$ cat config.mk
export PLATFORM = sky130hd
export DESIGN_NAME = icb_usram_bridge_flat
export DESIGN_NICKNAME = d
export VERILOG_FILES = /design/src/rtl/icb_usram_bridge_if.sv /design/src/rtl/icb_usram_bridge.sv /design/src/flat_wrapper.sv
export SDC_FILE = /design/constraint.sdc
export NUM_CORES = 1
export LEC_CHECK = 0
export ABC_AREA = 1
export BUFFER_PORTS_ARGS = -buffer_cell sky130_fd_sc_hd__buf_2
export CORE_AREA = 4 4 157 159
export CTS_BUF_LIST = sky130_fd_sc_hd__clkbuf_4 sky130_fd_sc_hd__clkbuf_8
export CTS_CLUSTER_DIAMETER = 30
export DETAILED_ROUTE_END_ITERATION = 12
export DIE_AREA = 0 0 161 163
export PLACE_DENSITY = 0.75
export SLEW_MARGIN = 10
export SYNTH_ARGS = -nofsm -noshare
export SYNTH_HDL_FRONTEND = slang
export SYNTH_SLANG_ARGS = --single-unit
$ cat constraint.sdc
create_clock -name clk -period 1.45 [get_ports clk]
set_input_delay 0.3625 -clock clk [delete_from_list [all_inputs] [get_ports clk]]
set_output_delay 0.3625 -clock clk [all_outputs]
set_load 0.01 [all_outputs]
$ cat src/rtl/icb_usram_bridge_if.sv
// ICB slave bus bundle for icb_usram_bridge: command and response channels.
// The bridge takes the slave modport; a bus master takes the master modport.
interface icb_usram_bridge_if;
    logic        icb_cmd_valid;
    logic        icb_cmd_ready;
    logic        icb_cmd_read;
    logic [31:0] icb_cmd_addr;
    logic [31:0] icb_cmd_wdata;
    logic [3:0]  icb_cmd_wmask;

    logic        icb_rsp_valid;
    logic        icb_rsp_ready;
    logic [31:0] icb_rsp_rdata;
    logic        icb_rsp_err;

    modport master (
        output icb_cmd_valid,
        input  icb_cmd_ready,
        output icb_cmd_read,
        output icb_cmd_addr,
        output icb_cmd_wdata,
        output icb_cmd_wmask,
        input  icb_rsp_valid,
        output icb_rsp_ready,
        input  icb_rsp_rdata,
        input  icb_rsp_err
    );

    modport slave (
        input  icb_cmd_valid,
        output icb_cmd_ready,
        input  icb_cmd_read,
        input  icb_cmd_addr,
        input  icb_cmd_wdata,
        input  icb_cmd_wmask,
        output icb_rsp_valid,
        input  icb_rsp_ready,
        output icb_rsp_rdata,
        output icb_rsp_err
    );
endinterface

$ cat src/rtl/icb_usram_bridge.sv
// ICB slave to unified-SRAM bridge with accelerator control CSRs.
// addr[16]=0 selects the CSR window, addr[16]=1 the 64-bit usram window
// (word index addr[15:3], 32-bit half select addr[2]). usram writes are
// read-modify-write so a 32-bit ICB write only touches its own half.
// Optional feature macro: MHSA_IRQ_EN adds an irq output and IRQ_EN CSR at 0x14.
module icb_usram_bridge #(
    parameter int unsigned USRAM_DEPTH = 4096  // power of two, at most 8192
) (
    input  logic               clk,
    input  logic               rst_n,
    icb_usram_bridge_if.slave  icb,
    output logic               start,
    input  logic               done,
    output logic [31:0]        input_base,
    output logic [31:0]        output_base,
    output logic [31:0]        usram_addr,
    output logic [63:0]        usram_wdata,
    output logic               usram_write_en,
    input  logic [63:0]        usram_rdata
`ifdef MHSA_IRQ_EN
    ,
    output logic               irq
`endif
);

    localparam logic [13:0] DEPTH_LIM = 14'(USRAM_DEPTH);

    typedef enum logic [2:0] {
        StIdle,
        StRd,
        StCap,
        StWr,
        StRsp
    } state_e;

    state_e      state_q;

    // Registered bus outputs
    logic        cmd_ready;
    logic        rsp_valid;
    logic [31:0] rsp_rdata;
    logic        rsp_err;

    // Request captured at acceptance, used by the usram path
    logic        req_read;
    logic        req_half;
    logic [31:0] req_wdata;
    logic [3:0]  req_wmask;

    // CSR state
    logic        busy_q;
    logic        done_q;
`ifdef MHSA_IRQ_EN
    logic        irq_en_q;
`endif

    // Command decode
    logic        cmd_fire;
    logic        usram_sel;
    logic [12:0] word_idx;
    logic        idx_ok;
    logic        usram_ok;
    logic [7:0]  csr_off;
    logic        csr_hit;
    logic [31:0] csr_rdata;
    logic        csr_wr;
    logic        cmd_err;
    logic        start_fire;
    logic        done_clr;

    // usram data path
    logic [31:0] cap_half;
    logic [31:0] new_half;
    logic [63:0] merged_word;

    logic        unused_addr;
    assign unused_addr = ^icb.icb_cmd_addr[31:17];

    assign icb.icb_cmd_ready = cmd_ready;
    assign icb.icb_rsp_valid = rsp_valid;
    assign icb.icb_rsp_rdata = rsp_rdata;
    assign icb.icb_rsp_err   = rsp_err;

    // Replace bytes of old_val with new_val where mask is set.
    function automatic logic [31:0] merge_bytes(input logic [31:0] old_val,
                                                input logic [31:0] new_val,
                                                input logic [3:0]  mask);
        logic [31:0] res;
        for (int b = 0; b < 4; b++) begin
            res[8*b +: 8] = mask[b] ? new_val[8*b +: 8] : old_val[8*b +: 8];
        end
        return res;
    endfunction

    // Decode the incoming command and the CSR read mux.
    always_comb begin
        cmd_fire  = icb.icb_cmd_valid & cmd_ready;
        usram_sel = icb.icb_cmd_addr[16];
        word_idx  = icb.icb_cmd_addr[15:3];
        idx_ok    = ({1'b0, word_idx} < DEPTH_LIM);
        usram_ok  = idx_ok & ~busy_q;
        csr_off   = icb.icb_cmd_addr[7:0];
        csr_hit   = 1'b1;
        csr_rdata = '0;
        case (csr_off)
            8'h00:   csr_rdata = '0;
            8'h04:   csr_rdata = {31'b0, done_q};
            8'h08:   csr_rdata = input_base;
            8'h0C:   csr_rdata = output_base;
            8'h10:   csr_rdata = {31'b0, busy_q};
`ifdef MHSA_IRQ_EN
            8'h14:   csr_rdata = {31'b0, irq_en_q};
`endif
            default: csr_hit = 1'b0;
        endcase
        csr_wr     = cmd_fire & ~icb.icb_cmd_read & ~usram_sel & csr_hit;
        start_fire = csr_wr & (csr_off == 8'h00) & icb.icb_cmd_wmask[0]
                     & icb.icb_cmd_wdata[0] & ~busy_q;
        done_clr   = csr_wr & (csr_off == 8'h04) & icb.icb_cmd_wmask[0]
                     & icb.icb_cmd_wdata[0];
        cmd_err    = usram_sel ? ~usram_ok : ~csr_hit;
    end

    // Select the addressed half of the returned word and build the RMW word.
    always_comb begin
        cap_half    = req_half ? usram_rdata[63:32] : usram_rdata[31:0];
        new_half    = merge_bytes(cap_half, req_wdata, req_wmask);
        merged_word = req_half ? {new_half, usram_rdata[31:0]}
                               : {usram_rdata[63:32], new_half};
    end

    // Transaction FSM with registered bus and usram outputs.
    always_ff @(posedge clk or negedge rst_n) begin
        if (!rst_n) begin
            state_q        <= StIdle;
            cmd_ready      <= 1'b0;
            rsp_valid      <= 1'b0;
            rsp_rdata      <= '0;
            rsp_err        <= 1'b0;
            usram_addr     <= '0;
            usram_wdata    <= '0;
            usram_write_en <= 1'b0;
            req_read       <= 1'b0;
            req_half       <= 1'b0;
            req_wdata      <= '0;
            req_wmask      <= '0;
        end else begin
            case (state_q)
                StIdle: begin
                    cmd_ready <= 1'b1;
                    if (cmd_fire) begin
                        cmd_ready <= 1'b0;
                        req_read  <= icb.icb_cmd_read;
                        req_half  <= icb.icb_cmd_addr[2];
                        req_wdata <= icb.icb_cmd_wdata;
                        req_wmask <= icb.icb_cmd_wmask;
                        if (usram_sel && usram_ok) begin
                            usram_addr <= {19'b0, word_idx};
                            state_q    <= StRd;
                        end else begin
                            // CSR access or rejected usram access answers next cycle
                            rsp_valid <= 1'b1;
                            rsp_err   <= cmd_err;
                            rsp_rdata <= (!cmd_err && icb.icb_cmd_read) ? csr_rdata : '0;
                            state_q   <= StRsp;
                        end
                    end
                end
                StRd: begin
                    state_q <= StCap;
                end
                StCap: begin
                    if (req_read) begin
                        rsp_valid <= 1'b1;
                        rsp_err   <= 1'b0;
                        rsp_rdata <= cap_half;
                        state_q   <= StRsp;
                    end else begin
                        usram_wdata    <= merged_word;
                        usram_write_en <= 1'b1;
                        state_q        <= StWr;
                    end
                end
                StWr: begin
                    usram_write_en <= 1'b0;
                    rsp_valid      <= 1'b1;
                    rsp_err        <= 1'b0;
                    rsp_rdata      <= '0;
                    state_q        <= StRsp;
                end
                StRsp: begin
                    if (icb.icb_rsp_ready) begin
                        rsp_valid <= 1'b0;
                        cmd_ready <= 1'b1;
                        state_q   <= StIdle;
                    end
                end
                default: begin
                    state_q <= StIdle;
                end
            endcase
        end
    end

    // CSR registers, start pulse and done/busy tracking.
    always_ff @(posedge clk or negedge rst_n) begin
        if (!rst_n) begin
            start       <= 1'b0;
            busy_q      <= 1'b0;
            done_q      <= 1'b0;
            input_base  <= '0;
            output_base <= '0;
        end else begin
            start <= start_fire;
            if (start_fire) begin
                busy_q <= 1'b1;
            end else if (done) begin
                busy_q <= 1'b0;
            end
            // done wins over a same-cycle W1C so a completion is never lost
            if (done) begin
                done_q <= 1'b1;
            end else if (done_clr) begin
                done_q <= 1'b0;
            end
            if (csr_wr && csr_off == 8'h08) begin
                input_base <= merge_bytes(input_base, icb.icb_cmd_wdata, icb.icb_cmd_wmask);
            end
            if (csr_wr && csr_off == 8'h0C) begin
                output_base <= merge_bytes(output_base, icb.icb_cmd_wdata, icb.icb_cmd_wmask);
            end
        end
    end

`ifdef MHSA_IRQ_EN
    // Interrupt enable CSR and registered interrupt output.
    always_ff @(posedge clk or negedge rst_n) begin
        if (!rst_n) begin
            irq_en_q <= 1'b0;
            irq      <= 1'b0;
        end else begin
            if (csr_wr && csr_off == 8'h14 && icb.icb_cmd_wmask[0]) begin
                irq_en_q <= icb.icb_cmd_wdata[0];
            end
            irq <= done_q & irq_en_q;
        end
    end
`endif

endmodule

$ cat src/flat_wrapper.sv
// flat-port wrapper written by rule: the top's interface ports become plain ports
module icb_usram_bridge_flat 
#(
    parameter int unsigned USRAM_DEPTH = 4096                               
)
  (clk, rst_n, start, done, input_base, output_base, usram_addr, usram_wdata, usram_write_en, usram_rdata, icb_icb_cmd_valid, icb_icb_cmd_ready, icb_icb_cmd_read, icb_icb_cmd_addr, icb_icb_cmd_wdata, icb_icb_cmd_wmask, icb_icb_rsp_valid, icb_icb_rsp_ready, icb_icb_rsp_rdata, icb_icb_rsp_err);
  icb_usram_bridge_if icb_i ();
  input  logic clk;
  input  logic rst_n;
  output logic start;
  input  logic done;
  output logic [31:0] input_base;
  output logic [31:0] output_base;
  output logic [31:0] usram_addr;
  output logic [63:0] usram_wdata;
  output logic usram_write_en;
  input  logic [63:0] usram_rdata;
  input wire logic [$bits(icb_i.icb_cmd_valid)-1:0] icb_icb_cmd_valid;
  output wire logic [$bits(icb_i.icb_cmd_ready)-1:0] icb_icb_cmd_ready;
  input wire logic [$bits(icb_i.icb_cmd_read)-1:0] icb_icb_cmd_read;
  input wire logic [$bits(icb_i.icb_cmd_addr)-1:0] icb_icb_cmd_addr;
  input wire logic [$bits(icb_i.icb_cmd_wdata)-1:0] icb_icb_cmd_wdata;
  input wire logic [$bits(icb_i.icb_cmd_wmask)-1:0] icb_icb_cmd_wmask;
  output wire logic [$bits(icb_i.icb_rsp_valid)-1:0] icb_icb_rsp_valid;
  input wire logic [$bits(icb_i.icb_rsp_ready)-1:0] icb_icb_rsp_ready;
  output wire logic [$bits(icb_i.icb_rsp_rdata)-1:0] icb_icb_rsp_rdata;
  output wire logic [$bits(icb_i.icb_rsp_err)-1:0] icb_icb_rsp_err;
  assign icb_i.icb_cmd_valid = icb_icb_cmd_valid;
  assign icb_icb_cmd_ready = icb_i.icb_cmd_ready;
  assign icb_i.icb_cmd_read = icb_icb_cmd_read;
  assign icb_i.icb_cmd_addr = icb_icb_cmd_addr;
  assign icb_i.icb_cmd_wdata = icb_icb_cmd_wdata;
  assign icb_i.icb_cmd_wmask = icb_icb_cmd_wmask;
  assign icb_icb_rsp_valid = icb_i.icb_rsp_valid;
  assign icb_i.icb_rsp_ready = icb_icb_rsp_ready;
  assign icb_icb_rsp_rdata = icb_i.icb_rsp_rdata;
  assign icb_icb_rsp_err = icb_i.icb_rsp_err;
  icb_usram_bridge #(.USRAM_DEPTH(USRAM_DEPTH)) u_core (.clk(clk), .rst_n(rst_n), .icb(icb_i), .start(start), .done(done), .input_base(input_base), .output_base(output_base), .usram_addr(usram_addr), .usram_wdata(usram_wdata), .usram_write_en(usram_write_en), .usram_rdata(usram_rdata));
endmodule
==> metrics.md <==
| Metric | Value |
|---|---|
| Synth top area share | `49.9%` |
| Input/output buffers | `300` |
| Commonest cells after routing, fill and taps aside | `254 x buf_4, 247 x buf_2, 217 x dfrtp_1` |
| Commonest non-fill, non-tap cell in the layout | `buf_4` |
| WP data arrival | `2.29 ns` |
| CTS HTree Levels | `2` |
| CP Max Fanout | `5` |
| Hold Slack | `around 0.039 ns` |
| Syn-to-layout area delta | `84.6%` |
| Routed WL per cell | `roughly 26 um` |
| Period minus WS final | `1.82 ns` |
| Clk sink count | `~220` |
| GRT overflow | `0` |
| Initial antenna violation count | `5` |
| Max-slew violations | `0` |
| Share of layout cells above drive strength 1 | `60.8%` |
| Multi-input gate area | `7160 um2` |
| Hold WC Path Type | `input port to register` |
| CTS Buf Count | `50` |
| Post-route ant nets | `0` |
| Failing checks | `negative setup slack` |
| GP Congestion | `about 0.93` |
| Core Region | `between 20000 and 25000 um2` |
| Critical path class | `register to register` |
| DR pass1 iterations | `5` |
| Ranking of synthesized cells by area | `dfrtp_1 50%, nand2_1 11%, nor2_1 6.0%` |
| Vias/cell | `a little over 6` |
| Top-level I/O count | `335` |
| Via count of the first global-routing pass | `approximately 13k` |
| Synth async-reset ratio | `100%` |
| Crit path capture type | `register` |
| Site row count | `56` |
| CTS tree | `built` |
| Worst-path cell chain | `inv_2 -> nand2_4 -> inv_4 -> a21oi_4 -> nand4_4 -> buf_12 -> clkbuf_16 -> nor2_2 -> a21oi_1` |
| Distinct cells, synth | `29` |
| Required @ worst endpoint | `1.92 ns` |
| Final instance area | `just over 20000 um2` |
| Post-synthesis average cell area | `8.25 um2` |
| Largest stage delay on the critical path | `0.46 ns` |
| Post-synthesis sequential area ratio | `49.9%` |
| Reg area | `roughly 5500 um2` |
| Vias | `14.2k` |
| Post-Syn Instances | `around 1.3k` |
| Clock transition at the registers of the reported paths | `approximately 0.060 ns` |
| Syn. warnings | `0` |
| Max cap viols | `0` |
| DP Wirelength | `26800 um` |
| Clk_lat worst skew | `0.59 ns` |
| EDFF count, synth | `0` |
| Ys flop type | `dfrtp_1` |
| Flops & latches, synth | `221` |
| DR iter-0 viols | `1758` |
| Longest Clk Path Bufs | `3` |
| Final setup vio count | `382` |
| R2R setup slack | `-0.37 ns` |
| DRC viols | `0` |
| Fin crit share | `126%` |
| Final Non-Filler Cells | `2348` |
| VDD IR max | `975 uV` |
| Die width | `161 um` |
| LEAKAGE | `0.00975 uW` |
| Final setup margin | `-0.372 ns` |
| Pwr per Cell Area | `2160 nW/um2` |
| RSZ-0062 raised after global routing | `yes` |
| Placed cell area | `roughly 14000 um2` |
| Status | `finished with violations` |
| Hold Violations, Final | `0` |
| Syn Std Cell Area | `11100 um2` |
| Max Fclk | `roughly 0.55 GHz` |
| Pin count of the biggest net entering global routing | `53` |
| TNS Setup | `-46.05 ns` |
| First-pass GRT wire length | `70900 um` |
| Dominant cell type by area after synthesis | `dfrtp_1` |
| Initial Util | `47.6%` |
| Post-Route WL | `~60000 um` |
| Height of the die | `163 um` |
| Critical Path Start Type | `register` |
| Measured slew at the worst slew-check pin | `0.507 ns` |
| Placed Cells | `1982` |
| Skew final | `0.0330 ns` |
| Filler cells | `965` |
| Die Footprint | `~26000 um2` |
| CP max stage cell | `dfrtp_1` |
| Gr usage total | `between 30 and 40%` |
| Max transition margin | `66.2%` |
| Nets | `about 2.1k` |
| CTS root buf | `clkbuf_8` |
==> timing repair <==
item / 4_1_cts / 5_1_grt
endpoints found under the setup margin: 340 / 392
cloned: 26 / 16
pin swaps: 32 / 61
hold buffers: 9 / 0
endpoints found under the hold margin: 42 / 0
buffers inserted: 151 / 94
gates resized for setup: 430 / 406
==> sequential cells by signal, summed over array words and instances, names as in the netlist <==
signal                    count
u_core.req_half               1
u_core.usram_addr            13
u_core.input_base            32
u_core.icb.icb_rsp_err        1
u_core.start                  1
u_core.usram_write_en         1
u_core.req_read               1
u_core.icb.icb_rsp_rdata     32
u_core.usram_wdata           64
u_core.state_q                3
u_core.req_wdata             32
u_core.icb.icb_cmd_ready      1
u_core.req_wmask              4
u_core.busy_q                 1
u_core.icb.icb_rsp_valid      1
u_core.output_base           32
u_core.done_q                 1
==> cell type report <==
class                   instances  area share (%)
multi-input cells             957            35.0
repair buffers                663            27.9
flip-flops and latches        221            27.1
clock buffers                  68            4.36
well taps                     319            1.95
inverters                      94            1.92
clock inverters                22            1.76
repair inverters                1          0.0367
diodes                          3          0.0367
==> cell usage after synthesis, types with 2 or more instances <==
library cell / count
nor2_8: 3
nor2_1: 176
inv_2: 9
o21a_1: 34
buf_6: 8
o21ai_2: 64
nand2_2: 2
o21ai_0: 112
inv_1: 85
nor2_4: 2
a21oi_1: 125
nor3_1: 2
mux2i_1: 31
nand3_1: 37
buf_2: 22
nor2_2: 2
buf_4: 19
nand2_4: 10
nand2_1: 322
buf_1: 6
dfrtp_1: 221
nand3_2: 3
clkbuf_1: 42
==> final timing paths <==
check / from / endpoint / cells past startpoint
max in group asynchronous: rst_n / u_core.usram_wdata[47] / 3
max: u_core.state_q[2] / u_core.icb.icb_rsp_rdata[17] / 9
min in group asynchronous: rst_n / u_core.output_base[1] / 2
min reg2reg: u_core.usram_wdata[12] / u_core.usram_wdata[12] / 1
min: icb_icb_cmd_addr[6] / u_core.usram_addr[3] / 3
max reg2reg: u_core.state_q[2] / u_core.icb.icb_rsp_rdata[17] / 9
==> layer usage <==
| layer | up-vias | part of all wire (%) | global-route usage [%] |
|---|---|---|---|
| met5 | - | 0.027 | 0 |
| met4 | 4 | 7.9 | 14.5 |
| met3 | 422 | 12 | 8.12 |
| met2 | 1331 | 47 | 56.4 |
| met1 | 6805 | 33 | 44.3 |
| li1 | 5654 | - | - |
==> where the power goes <==
part	leakage [uW]	total [uW]	internal, uW	switching [uW]
Clock	0.000619	8970	5620	3350
Sequential	0.00279	10600	8370	2200
Combinational	0.00634	24600	11900	12700
==> through the flow <==
stage | power (uW) | utilization [%] | setup slack (ns)
after floorplan | 15700 | - | -0.198
after global placement | 20800 | 58.4 | -0.419
after detailed placement | 21200 | 58.4 | -0.494
after CTS | 36600 | 77.6 | -0.195
after global routing | 45100 | 87.9 | -0.420
final | 44100 | 87.9 | -0.372
==> critical path: cells and delay by family, from the launching register on <==
| kind | cells | cell delay, ns |
|---|---|---|
| buffers and inverters | 4 | 0.54 |
| and+or+nand+nor | 3 | 0.41 |
| AOI/OAI and AO/OA | 2 | 0.28 |
| DFF | 1 | 0.46 |
==> logic make-up (layout without fill, tap and decap cells) <==
family          after synthesis  after routing  synth area share (%)
buf+inv                     191            848                  7.91
flops                       221            221                  49.9
other cells                   1             22                0.0338
mux                          31             31                  2.80
simple gates                561            569                  21.1
compound gates              338            338                  18.3
Power figures use the tool's default switching activity.
